--- src/rtl/bp_be_dual_issue_arbiter.sv ---
// Dual-issue arbiter: buffers an in-order FE pair and decides
// whether the oldest two issue together or split.
module bp_be_dual_issue_arbiter #(
  parameter int pkt_width_p = 128,
  parameter int cnt_width_p = 32
) (
  input  logic                   clk_i,
  input  logic                   reset_n_i,
  input  logic                   dual_en_i,
  input  logic                   flush_i,
  input  logic                   fe_v1_i,
  input  logic [pkt_width_p-1:0] fe_pkt1_i,
  input  logic [18:0]            fe_info1_i,
  input  logic                   fe_v2_i,
  input  logic [pkt_width_p-1:0] fe_pkt2_i,
  input  logic [18:0]            fe_info2_i,
  output logic                   fe_ready_o,
  output logic                   iss_v0_o,
  output logic [pkt_width_p-1:0] iss_pkt0_o,
  output logic                   iss_v1_o,
  output logic [pkt_width_p-1:0] iss_pkt1_o,
  input  logic                   iss_ready_i,
  output logic [cnt_width_p-1:0] dual_cnt_o
);

  typedef struct packed {
    logic       serial;
    logic       lng;
    logic       mem;
    logic       rd_w_v;
    logic [4:0] rd;
    logic [4:0] rs2;
    logic [4:0] rs1;
  } info_t;

  localparam logic [cnt_width_p-1:0] CntOne = 1;
  localparam logic [cnt_width_p-1:0] CntMax = '1;

  logic [pkt_width_p-1:0] e0_pkt_q, e0_pkt_d;
  logic [pkt_width_p-1:0] e1_pkt_q, e1_pkt_d;
  info_t                  e0_info_q, e0_info_d;
  info_t                  e1_info_q, e1_info_d;
  logic [1:0]             count_q, count_d;
  logic [cnt_width_p-1:0] dual_cnt_q, dual_cnt_d;

  logic pair_ok;
  logic raw_hz;
  logic waw_hz;
  logic consume;
  logic drain_all;
  logic accept;
  logic unused_rs;

  // e0 source operands never gate pairing
  assign unused_rs = ^{e0_info_q.rs2, e0_info_q.rs1};

  // Pairing rules on the two buffered entries
  always_comb begin
    raw_hz = e0_info_q.rd_w_v & (e0_info_q.rd != 5'd0)
           & ((e0_info_q.rd == e1_info_q.rs1)
           |  (e0_info_q.rd == e1_info_q.rs2));
    waw_hz = e0_info_q.rd_w_v & e1_info_q.rd_w_v
           & (e0_info_q.rd != 5'd0)
           & (e0_info_q.rd == e1_info_q.rd);
    pair_ok = dual_en_i
            & ~e0_info_q.serial & ~e1_info_q.serial
            & ~(e0_info_q.mem & e1_info_q.mem)
            & ~(e0_info_q.lng & e1_info_q.lng)
            & ~raw_hz & ~waw_hz;
  end

  assign iss_v0_o   = (count_q != 2'd0) & ~flush_i;
  assign iss_v1_o   = (count_q == 2'd2) & pair_ok & ~flush_i;
  assign iss_pkt0_o = e0_pkt_q;
  assign iss_pkt1_o = e1_pkt_q;
  assign dual_cnt_o = dual_cnt_q;

  assign consume   = iss_ready_i & iss_v0_o;
  assign drain_all = (count_q == 2'd0)
                   | (iss_ready_i
                   & ((count_q == 2'd1) | iss_v1_o));
  assign fe_ready_o = drain_all & ~flush_i;
  assign accept     = fe_ready_o & fe_v1_i;

  // Buffer next state: flush, then accept, then consume
  always_comb begin
    e0_pkt_d  = e0_pkt_q;
    e1_pkt_d  = e1_pkt_q;
    e0_info_d = e0_info_q;
    e1_info_d = e1_info_q;
    count_d   = count_q;
    if (flush_i) begin
      count_d = 2'd0;
    end else if (accept) begin
      e0_pkt_d  = fe_pkt1_i;
      e0_info_d = info_t'(fe_info1_i);
      if (fe_v2_i) begin
        e1_pkt_d  = fe_pkt2_i;
        e1_info_d = info_t'(fe_info2_i);
      end
      count_d = fe_v2_i ? 2'd2 : 2'd1;
    end else if (consume) begin
      if (iss_v1_o) begin
        count_d = 2'd0;
      end else begin
        count_d = count_q - 2'd1;
        if (count_q == 2'd2) begin
          e0_pkt_d  = e1_pkt_q;
          e0_info_d = e1_info_q;
        end
      end
    end
  end

  // Saturating count of consumed dual issues
  always_comb begin
    dual_cnt_d = dual_cnt_q;
    if (iss_ready_i & iss_v1_o & (dual_cnt_q != CntMax)) begin
      dual_cnt_d = dual_cnt_q + CntOne;
    end
  end

  // State registers
  always_ff @(posedge clk_i or negedge reset_n_i) begin
    if (!reset_n_i) begin
      e0_pkt_q   <= '0;
      e1_pkt_q   <= '0;
      e0_info_q  <= '0;
      e1_info_q  <= '0;
      count_q    <= 2'd0;
      dual_cnt_q <= '0;
    end else begin
      e0_pkt_q   <= e0_pkt_d;
      e1_pkt_q   <= e1_pkt_d;
      e0_info_q  <= e0_info_d;
      e1_info_q  <= e1_info_d;
      count_q    <= count_d;
      dual_cnt_q <= dual_cnt_d;
    end
  end

endmodule

--- config.mk ---
export PLATFORM = sky130hd
export DESIGN_NAME = bp_be_dual_issue_arbiter
export DESIGN_NICKNAME = d
export VERILOG_FILES = /design/src/rtl/bp_be_dual_issue_arbiter.sv
export SDC_FILE = /design/constraint.sdc
export NUM_CORES = 1
export LEC_CHECK = 0
export CORE_AREA = 5 5 226 228
export DETAILED_ROUTE_END_ITERATION = 10
export DIE_AREA = 0 0 231 233
export PLACE_DENSITY_LB_ADDON = 0.12
export SLEW_MARGIN = 20
export SYNTH_ARGS = -nofsm -noshare
export SYNTH_HDL_FRONTEND = slang
export SYNTH_SLANG_ARGS = --single-unit
export TNS_END_PERCENT = 50
--- constraint.sdc ---
create_clock -name clk_i -period 3.65 [get_ports clk_i]
set_clock_uncertainty 0.05 [all_clocks]
set_input_delay 1.095 -clock clk_i [delete_from_list [all_inputs] [get_ports clk_i]]
set_output_delay 1.095 -clock clk_i [all_outputs]
set_load 0.02 [all_outputs]
# Word-level counts from Yosys, hierarchy flattened
# Cells that the tools add are included.
dict set report op_classes {
  addsub 2
  eq_ne 7
  muxes 13
  n_bitwise 32
  reduce_logical 8
}
# operator n
set op_table {}
lappend op_table {{$mux W128} 4}
lappend op_table {{$mux W19} 4}
lappend op_table {{$add A32 B1 Y32 const B} 1}
lappend op_table {{$ne A32 B32 Y1 const B} 1}
lappend op_table {{$and A1 B1 Y1} 22}
lappend op_table {{$eq A5 B5 Y1} 3}
lappend op_table {{$mux W2} 5}
lappend op_table {{$not A1 Y1} 7}
lappend op_table {{$reduce_bool A2 Y1} 3}
lappend op_table {{$reduce_bool A5 Y1} 1}
lappend op_table {{$reduce_and A4 Y1} 1}
lappend op_table {{$or A1 B1 Y1} 3}
lappend op_table {{$reduce_and A3 Y1} 1}
lappend op_table {{$reduce_bool A3 Y1} 1}
lappend op_table {{$eq A2 B1 Y1 const B} 1}
lappend op_table {{$eq A2 B2 Y1 const B} 1}
lappend op_table {{$logic_not A2 Y1} 1}
lappend op_table {{$ne A2 B1 Y1 const B} 1}
lappend op_table {{$sub A2 B1 Y2 const B} 1}
dict set report word_totals {
  ff_bits 318
  input_bits 301
  out_inout_bits 291
  word_cells 78
}

# Longest topological paths before layout
# Gate-level depths: netlist (run 1).
dict set report depth {
  depth_word 16
  depth_mapped 12
  mapped_depth_nobuf 8
}

# Worst setup path before layout (run 1)
# Ideal clock, no wire load.
dict set report synth_timing {
  path_type {input-to-output}
  start {input port dual_en_i}
  end {output port iss_v1_o}
  arrival_time_ns 2.053
  required_ns 2.505
  path_slack_ns 0.452
  path_stages 5
  path_buffers 0
  path_cell_list {nor4bb_1 -> and2_1 -> and2_1 -> a31oi_1 -> nor2_1}
}
dict set report synth_via {
  elab_chain_len 8
}
# element line_no
set synth_lines {}
lappend synth_lines {{from (decl)} 9} ;# input logic dual_en_i,
lappend synth_lines {{$and A1 B1 Y1 (2 in series)} 66} ;# & ~e0_info_q.serial & ~e1_info_q.serial
lappend synth_lines {{$and A1 B1 Y1} 67} ;# & ~(e0_info_q.mem & e1_info_q.mem)
lappend synth_lines {{$and A1 B1 Y1} 68} ;# & ~(e0_info_q.lng & e1_info_q.lng)
lappend synth_lines {{$and A1 B1 Y1 (2 in series)} 69} ;# & ~raw_hz & ~waw_hz;
lappend synth_lines {{$and A1 B1 Y1 (2 in series)} 73} ;# assign iss_v1_o = (count_q == 2'd2) & pair_ok & ~flush_i;
lappend synth_lines {{to (decl)} 20} ;# output logic iss_v1_o,
# Every way passes these cells.

# Worst setup path after layout (run 1)
dict set report layout_timing {
  start {input port flush_i}
  end {output port iss_v0_o}
}
dict set report layout_via {
  elab_chain_len 2
}
# element line_no
set layout_lines {}
lappend layout_lines {{from (decl)} 10} ;# input logic flush_i,
lappend layout_lines {{$not A1 Y1 (no line)} -}
lappend layout_lines {{$and A1 B1 Y1} 72} ;# assign iss_v0_o = (count_q != 2'd0) & ~flush_i;
lappend layout_lines {{to (decl)} 18} ;# output logic iss_v0_o,
# Every way passes these cells.

==> results of run 1 <==
==> power breakdown <==
part	total [mW]	switching, mW	leakage (nW)	internal, mW
logic	8.50	4.06	4.55	4.44
clock network	3.99	1.53	0.661	2.46
registers	6.27	1.18	3.93	5.09
total	18.8	6.76	9.14	12.0
==> sequential cells by signal, summed over array words and instances (netlist names) <==
| register | cells |
|---|---|
| iss_pkt0_o | 128 |
| count_q | 2 |
| iss_pkt1_o | 128 |
| e0_info_q | 9 |
| dual_cnt_o | 32 |
| e1_info_q | 19 |
==> cells in the final DEF (no fill, tap or decap), types with 4 or more instances in the layout <==
master	instances
buf_4	35
dfrtp_1	318
inv_1	8
clkdlybuf4s50_1	577
clkbuf_16	39
o21ai_0	137
ha_1	4
mux2_4	108
inv_6	4
nand4_1	17
bufinv_16	4
nand3_1	14
mux2i_1	137
nand2_1	151
nor2_1	11
clkinv_2	6
mux2_2	40
clkbuf_8	11
xnor2_1	20
buf_12	31
nor3_1	11
xor2_1	25
diode_2	4
==> routing by layer <==
layer / up-vias / GRT usage [%] / routed length [um] / share of wire, %
met4: 10 / 5.53 / 1210 / 2.4
met2: 388 / 31.1 / 25200 / 49
met3: 72 / 7.33 / 4610 / 9.0
met1: 5315 / 21.1 / 20000 / 39
met5: - / 0 / 71 / 0.14
li1: 5134 / - / - / -
==> final cells by class <==
class / instances / area [um2] / area share (%)
sequential: 318 / 7960 / 35.2
timing repair buffer: 645 / 6690 / 29.6
multi-input combinational: 719 / 5820 / 25.8
clock buffer: 53 / 1140 / 5.04
tap: 622 / 778 / 3.44
clock inverter: 14 / 185 / 0.819
inverter: 8 / 30.0 / 0.133
antenna: 4 / 10.0 / 0.0443
==> critical path: stages <==
cell             delay [ns]
clkdlybuf4s50_1        0.51
nor2_1                 0.14
clkdlybuf4s50_1        0.63
==> kinds of logic (layout without fill, tap and decap cells) <==
family | count (synthesis) | after routing | share of synthesized area [%]
multiplexers | 285 | 285 | 24.1
buffers and inverters | 78 | 720 | 4.22
AND/OR/NAND/NOR | 230 | 230 | 7.22
adder cells (fa/ha/maj) | 4 | 4 | 0.350
AO/OA/AOI/OAI | 155 | 155 | 5.76
XOR/XNOR | 45 | 45 | 2.75
other | 0 | 4 | 0
flip-flops | 318 | 318 | 55.6
==> worst min-delay path by stage <==
stage                      to  slack, ns  cells past startpoint
2_1_floorplan    e1_info_q[0]       0.45                      1
3_3_place_gp   dual_cnt_o[13]       0.43                      1
3_5_place_dp   dual_cnt_o[13]       0.44                      1
4_1_cts        dual_cnt_o[13]       0.45                      1
5_1_grt        dual_cnt_o[13]       0.45                      1
6_report       dual_cnt_o[13]       0.45                      1
==> what timing repair did <==
item	CTS	global route
cloned	0	0
resized for setup	13	8
pin swaps	0	1
endpoints found under the setup margin	2	2
==> per-stage QoR <==
stage / area, um2 / TNS (ns)
global placement: 21200 / -1.66
global route: 22600 / 0
detailed placement: 21200 / -3.58
floorplan: 14300 / 0
CTS: 22600 / 0
finish: 22600 / 0
==> metrics.md, run 1 <==
| Metric | Value |
|---|---|
| Status | `finished clean` |
| Area of the core | `48600 um2` |
| Worst hold slack | `0.446 ns` |
| Mapped Nets | `1420` |
| Hold Startpoint | `dual_cnt_o[13]` |
| First-pass GRT wire length | `75500 um` |
| R2r endpoint | `iss_pkt0_o[8]` |
| R2R cell count | `9` |
| Layout Cells excl Fill | `2383` |
| Via-per-instance ratio | `4.58` |
| Synth Warn # | `0` |
| CP Capture Point | `iss_v0_o` |
| Post-Syn Area | `14300 um2` |
| Post-synth EDFFs | `0` |
| Top-count cell post-synth | `dfrtp_1` |
| Die footprint | `53800 um2` |
| Dominant cell type by area after synthesis | `dfrtp_1` |
| CTS clk-pin slew, worst paths | `0.05 ns` |
| Period minus WS final | `3.52 ns` |
| Max_slew headroom | `49.4%` |
| Fin nets | `2036` |
| Worst R2R Setup Slack | `0.84 ns` |
| Syn Inst Count | `1115` |
| Final Hold Vio Count | `0` |
| WS Path Type | `in -> out` |
| DR vias | `10919` |
| Global route overflow | `0` |
| Clock Latency Late Sink | `0.55 ns` |
| VDD IR max | `603 uV` |
| Max H-tree Level | `2` |
| DR iter-0 viols | `311` |
| RSZ-0062 raised after global routing | `true` |
| CP startpoint | `flush_i` |
| Layout cells sized above 1 | `16.7%` |
| Critical path required time | `2.50 ns` |
| PD cells | `830 nW/um2` |
| Quantity of I/O buffers inserted on ports | `581` |
| Pin count of the biggest net entering global routing | `138` |
| Synth top area share | `55.6%` |
| Synth unique cells | `45` |
| # DRC | `0` |
| Area grow syn2layout | `58.0%` |
| Synth async-reset ratio | `100%` |
| Final Worst Setup Slack | `0.128 ns` |
| Core Util, Final | `46.5%` |
| Area contributors post-synth | `dfrtp_1, mux2_4, mux2i_1, o21ai_0, nand2_1` |
| CP endpoint kind | `primary output` |
| Period utilization | `96.5%` |
| Clock buffer count from CTS | `39` |
| Most frequent cells after synthesis | `dfrtp_1, nand2_1, o21ai_0` |
| Vias in the first global route | `11606` |
| HP Class | `reg -> reg` |
| Clk buf depth | `3` |
| Clock root cell | `clkbuf_16` |
| Max-slew violations | `0` |
| Worst r2r src | `e0_info_q[10]` |
| Clock sink count | `318` |
| Crit-path max FO | `6` |
| Global-route usage over all layers | `18.2%` |
| Routed wire length | `51100 um` |
| Startpoint Class | `input pin` |
| Initial antenna violation count | `10` |
| Final ANT Viol Nets | `0` |
| Synth Register Bits | `318` |
| Post-CTS Setup Bufs | `0` |
| Post-Syn Area per Cell | `12.8 um2` |
| Top FF cell, synth | `dfrtp_1` |
| Routed len/inst | `21.4 um` |
| CTS tree | `done` |
| DR pass1 iterations | `4` |
| Post-CTS Hold Buffers | `0` |
| Endpoints failing setup | `0` |
| Overall power | `18.8 mW` |
| Gpl congestion | `0.832` |
| Ports | `592` |
| Max cap viols | `0` |
| Placed Cells | `2312` |
| Post-Place Worst Slack | `-0.566 ns` |
| Arrival @ worst endpoint | `2.38 ns` |
| Peak Freq | `284 MHz` |
| Post-DP HPWL | `39000 um` |
| Seq/Total Area, Yosys | `55.6%` |
| Num rows | `81` |
| Fillers | `4564` |
| DIE HEIGHT | `233 um` |
| Chip width | `231 um` |
| Leak Pwr | `9.14 nW` |
| Initial Util | `29.4%` |
| Tightest Pin Transition | `0.754 ns` |
Power figures use the tool's default switching activity.
==> run 2, diff against run 1 <==
--- a/config.mk
+++ b/config.mk
@@ -5,10 +5,12 @@
 export SDC_FILE = /design/constraint.sdc
 export NUM_CORES = 1
 export LEC_CHECK = 0
-export CORE_AREA = 5 5 226 228
+export CORE_ASPECT_RATIO = 0.9
+export CORE_MARGIN = 5
+export CORE_UTILIZATION = 30
 export DETAILED_ROUTE_END_ITERATION = 10
-export DIE_AREA = 0 0 231 233
 export PLACE_DENSITY_LB_ADDON = 0.12
+export RECOVER_POWER = 100
 export SLEW_MARGIN = 20
 export SYNTH_ARGS = -nofsm -noshare
 export SYNTH_HDL_FRONTEND = slang
==> run 2 against run 1 <==
  * The run now ends with max-capacitance violations, max-slew violations left
  * Final area decreased by 2.9%
  * Setup slack worse by 0.068 ns
  * Count of clock-buffer cells in the layout is 5 higher
  * First-iteration DRC count is 47% higher
  * Largest cell class unchanged
==> metrics.md, run 2 (synthesized netlist as in run 1, its figures left out) <==
| Metric | Value |
|---|---|
| Post-Place Worst Slack | `-0.593 ns` |
| Worst R2R Setup Slack | `0.34 ns` |
| Initial antenna violation count | `5` |
| WS Path Type | `in -> out` |
| Quantity of I/O buffers inserted on ports | `581` |
| Pin count of the biggest net entering global routing | `82` |
| Post-CTS Setup Bufs | `0` |
| Clk buf depth | `3` |
| Final ANT Viol Nets | `0` |
| Chip width | `240 um` |
| DR vias | `10889` |
| Clk network pwr share | `22.5%` |
| Failing checks | `max-capacitance violations, max-slew violations` |
| Post-DP HPWL | `37900 um` |
| Status | `complete, but fails checks` |
| Max cap viols | `1` |
| Vias in the first global route | `11758` |
| Global-route usage over all layers | `18.7%` |
| Num rows | `76` |
| CTS tree | `done` |
| HP Class | `reg -> reg` |
| NetSw | `6.60 mW` |
| Endpoints failing setup | `0` |
| Critical path required time | `2.50 ns` |
| Sequential power share | `35.1%` |
| Routed wire length | `50200 um` |
| Clock root cell | `clkbuf_16` |
| DR iter-0 viols | `457` |
| Tightest Pin Transition | `2.59 ns` |
| Final Worst Setup Slack | `0.0604 ns` |
| Clock buffer count from CTS | `39` |
| Final Hold Vio Count | `0` |
| Comb pwr share | `42.4%` |
| # DRC | `0` |
| Global route overflow | `0` |
| First-pass GRT wire length | `75700 um` |
| Startpoint Class | `input pin` |
| RSZ-0062 raised after global routing | `false` |
| Arrival @ worst endpoint | `2.44 ns` |
| CTS clk-pin slew, worst paths | `0.06 ns` |
| P_int | `11.0 mW` |
| DIE HEIGHT | `217 um` |
| Leak Pwr | `9.12 nW` |
| Area of the core | `47500 um2` |
| Layout cells sized above 1 | `10.5%` |
| Ports | `592` |
| Peak Freq | `279 MHz` |
| Max_slew headroom | `-72.5%` |
| Crit-path max FO | `2` |
| PD cells | `803 nW/um2` |
| Clock Latency Late Sink | `0.54 ns` |
| CP endpoint kind | `primary output` |
| Most frequent cells in the layout | `dfrtp_1, clkdlybuf4s50_1, dlygate4sd3_1` |
| Via-per-instance ratio | `4.58` |
| Post-CTS Hold Buffers | `0` |
| Area grow syn2layout | `53.5%` |
| Overall power | `17.6 mW` |
| Fin nets | `2034` |
| DR pass1 iterations | `4` |
| VDD IR max | `417 uV` |
| Max-slew violations | `42` |
| Switch share | `37.4%` |
| Clock sink count | `318` |
| Die footprint | `52200 um2` |
| Period utilization | `98.3%` |
| Routed len/inst | `21.1 um` |
| Max H-tree Level | `2` |
| Gpl congestion | `0.836` |
| Initial Util | `30.1%` |
| Commonest non-fill, non-tap cell in the layout | `dfrtp_1` |
| Period minus WS final | `3.59 ns` |
[run 2: changes by cell type in the layout (fill, tap and decap cells not counted), sizes merged]
| cell | change |
|---|---|
| bufinv | -1 |
| clkbuf | +28 |
| dlygate4sd3 | +288 |
| dlymetal6s2s | -1 |
| clkdlybuf4s50 | -287 |
| diode | -3 |
| clkinv | -2 |
| inv | -4 |
| clkinvlp | +1 |
| clkdlybuf4s25 | +1 |
| buf | -26 |
[run 2: area by class of cell]
type | instances | area (um2)
Multi-Input combinational cell | 719 | 5460
Antenna cell | 1 | 2.50
Fill cell | 4478 | 25600
Tap cell | 624 | 781
Clock inverter | 8 | 118
Sequential cell | 318 | 7960
Timing Repair Buffer | 643 | 6420
Inverter | 8 | 30.0
Clock buffer | 58 | 1190
[run 2: per-layer routing]
layer | GRT usage (%) | part of all wire (%) | vias up
li1 | - | - | 5129
met1 | 22.6 | 40 | 5298
met2 | 31.5 | 49 | 387
met3 | 7.18 | 9.7 | 69
met4 | 4.61 | 2.0 | 6
met5 | 0 | 0.082 | -
[run 2: critical path: stages]
cell	delay, ns
clkdlybuf4s50_1	0.45
nor4bb_4	0.21
nand3_1	0.15
o21ai_2	0.16
a41oi_1	0.08
nor2_1	0.14
buf_4	0.16
[run 2: what timing repair did]
item	in CTS	in global routing
setup endpoints to repair	2	2
pin swaps	1	1
resized for setup	17	2
[run 2: final timing paths]
kind | from | to | cells after the start
min in group asynchronous | reset_n_i | iss_pkt0_o[61] | 1
max in group asynchronous | reset_n_i | iss_pkt1_o[53] | 1
setup / recovery | dual_en_i | fe_ready_o | 7
hold reg to reg | dual_cnt_o[29] | dual_cnt_o[29] | 1
setup reg to reg | count_q[0] | iss_pkt1_o[18] | 11
hold / removal | dual_cnt_o[29] | dual_cnt_o[29] | 1
[run 2: power groups by stage]
stage / Sequential (mW) / Clock (mW) / Combinational, mW
after floorplan: 7.79 / 0 / 2.60
after global placement: 6.28 / 0 / 8.50
after detailed placement: 6.31 / 0 / 8.55
after CTS: 6.30 / 4.09 / 8.59
after global routing: 6.42 / 4.22 / 8.04
final: 6.18 / 3.97 / 7.48
[run 2: metrics by stage]
step           hold WS (ns)  std cells  util [%]  cell area [um2]  TNS (ns)
6_report              0.442       2379      46.2            22000         0
3_3_place_gp          0.438       2312      44.4            21100     -1.13
3_5_place_dp          0.444       2312      44.4            21100     -1.13
4_1_cts               0.408       2378      47.2            22500         0
5_1_grt               0.458       2379      46.2            22000         0
2_1_floorplan         0.451       1115         -            14300         0
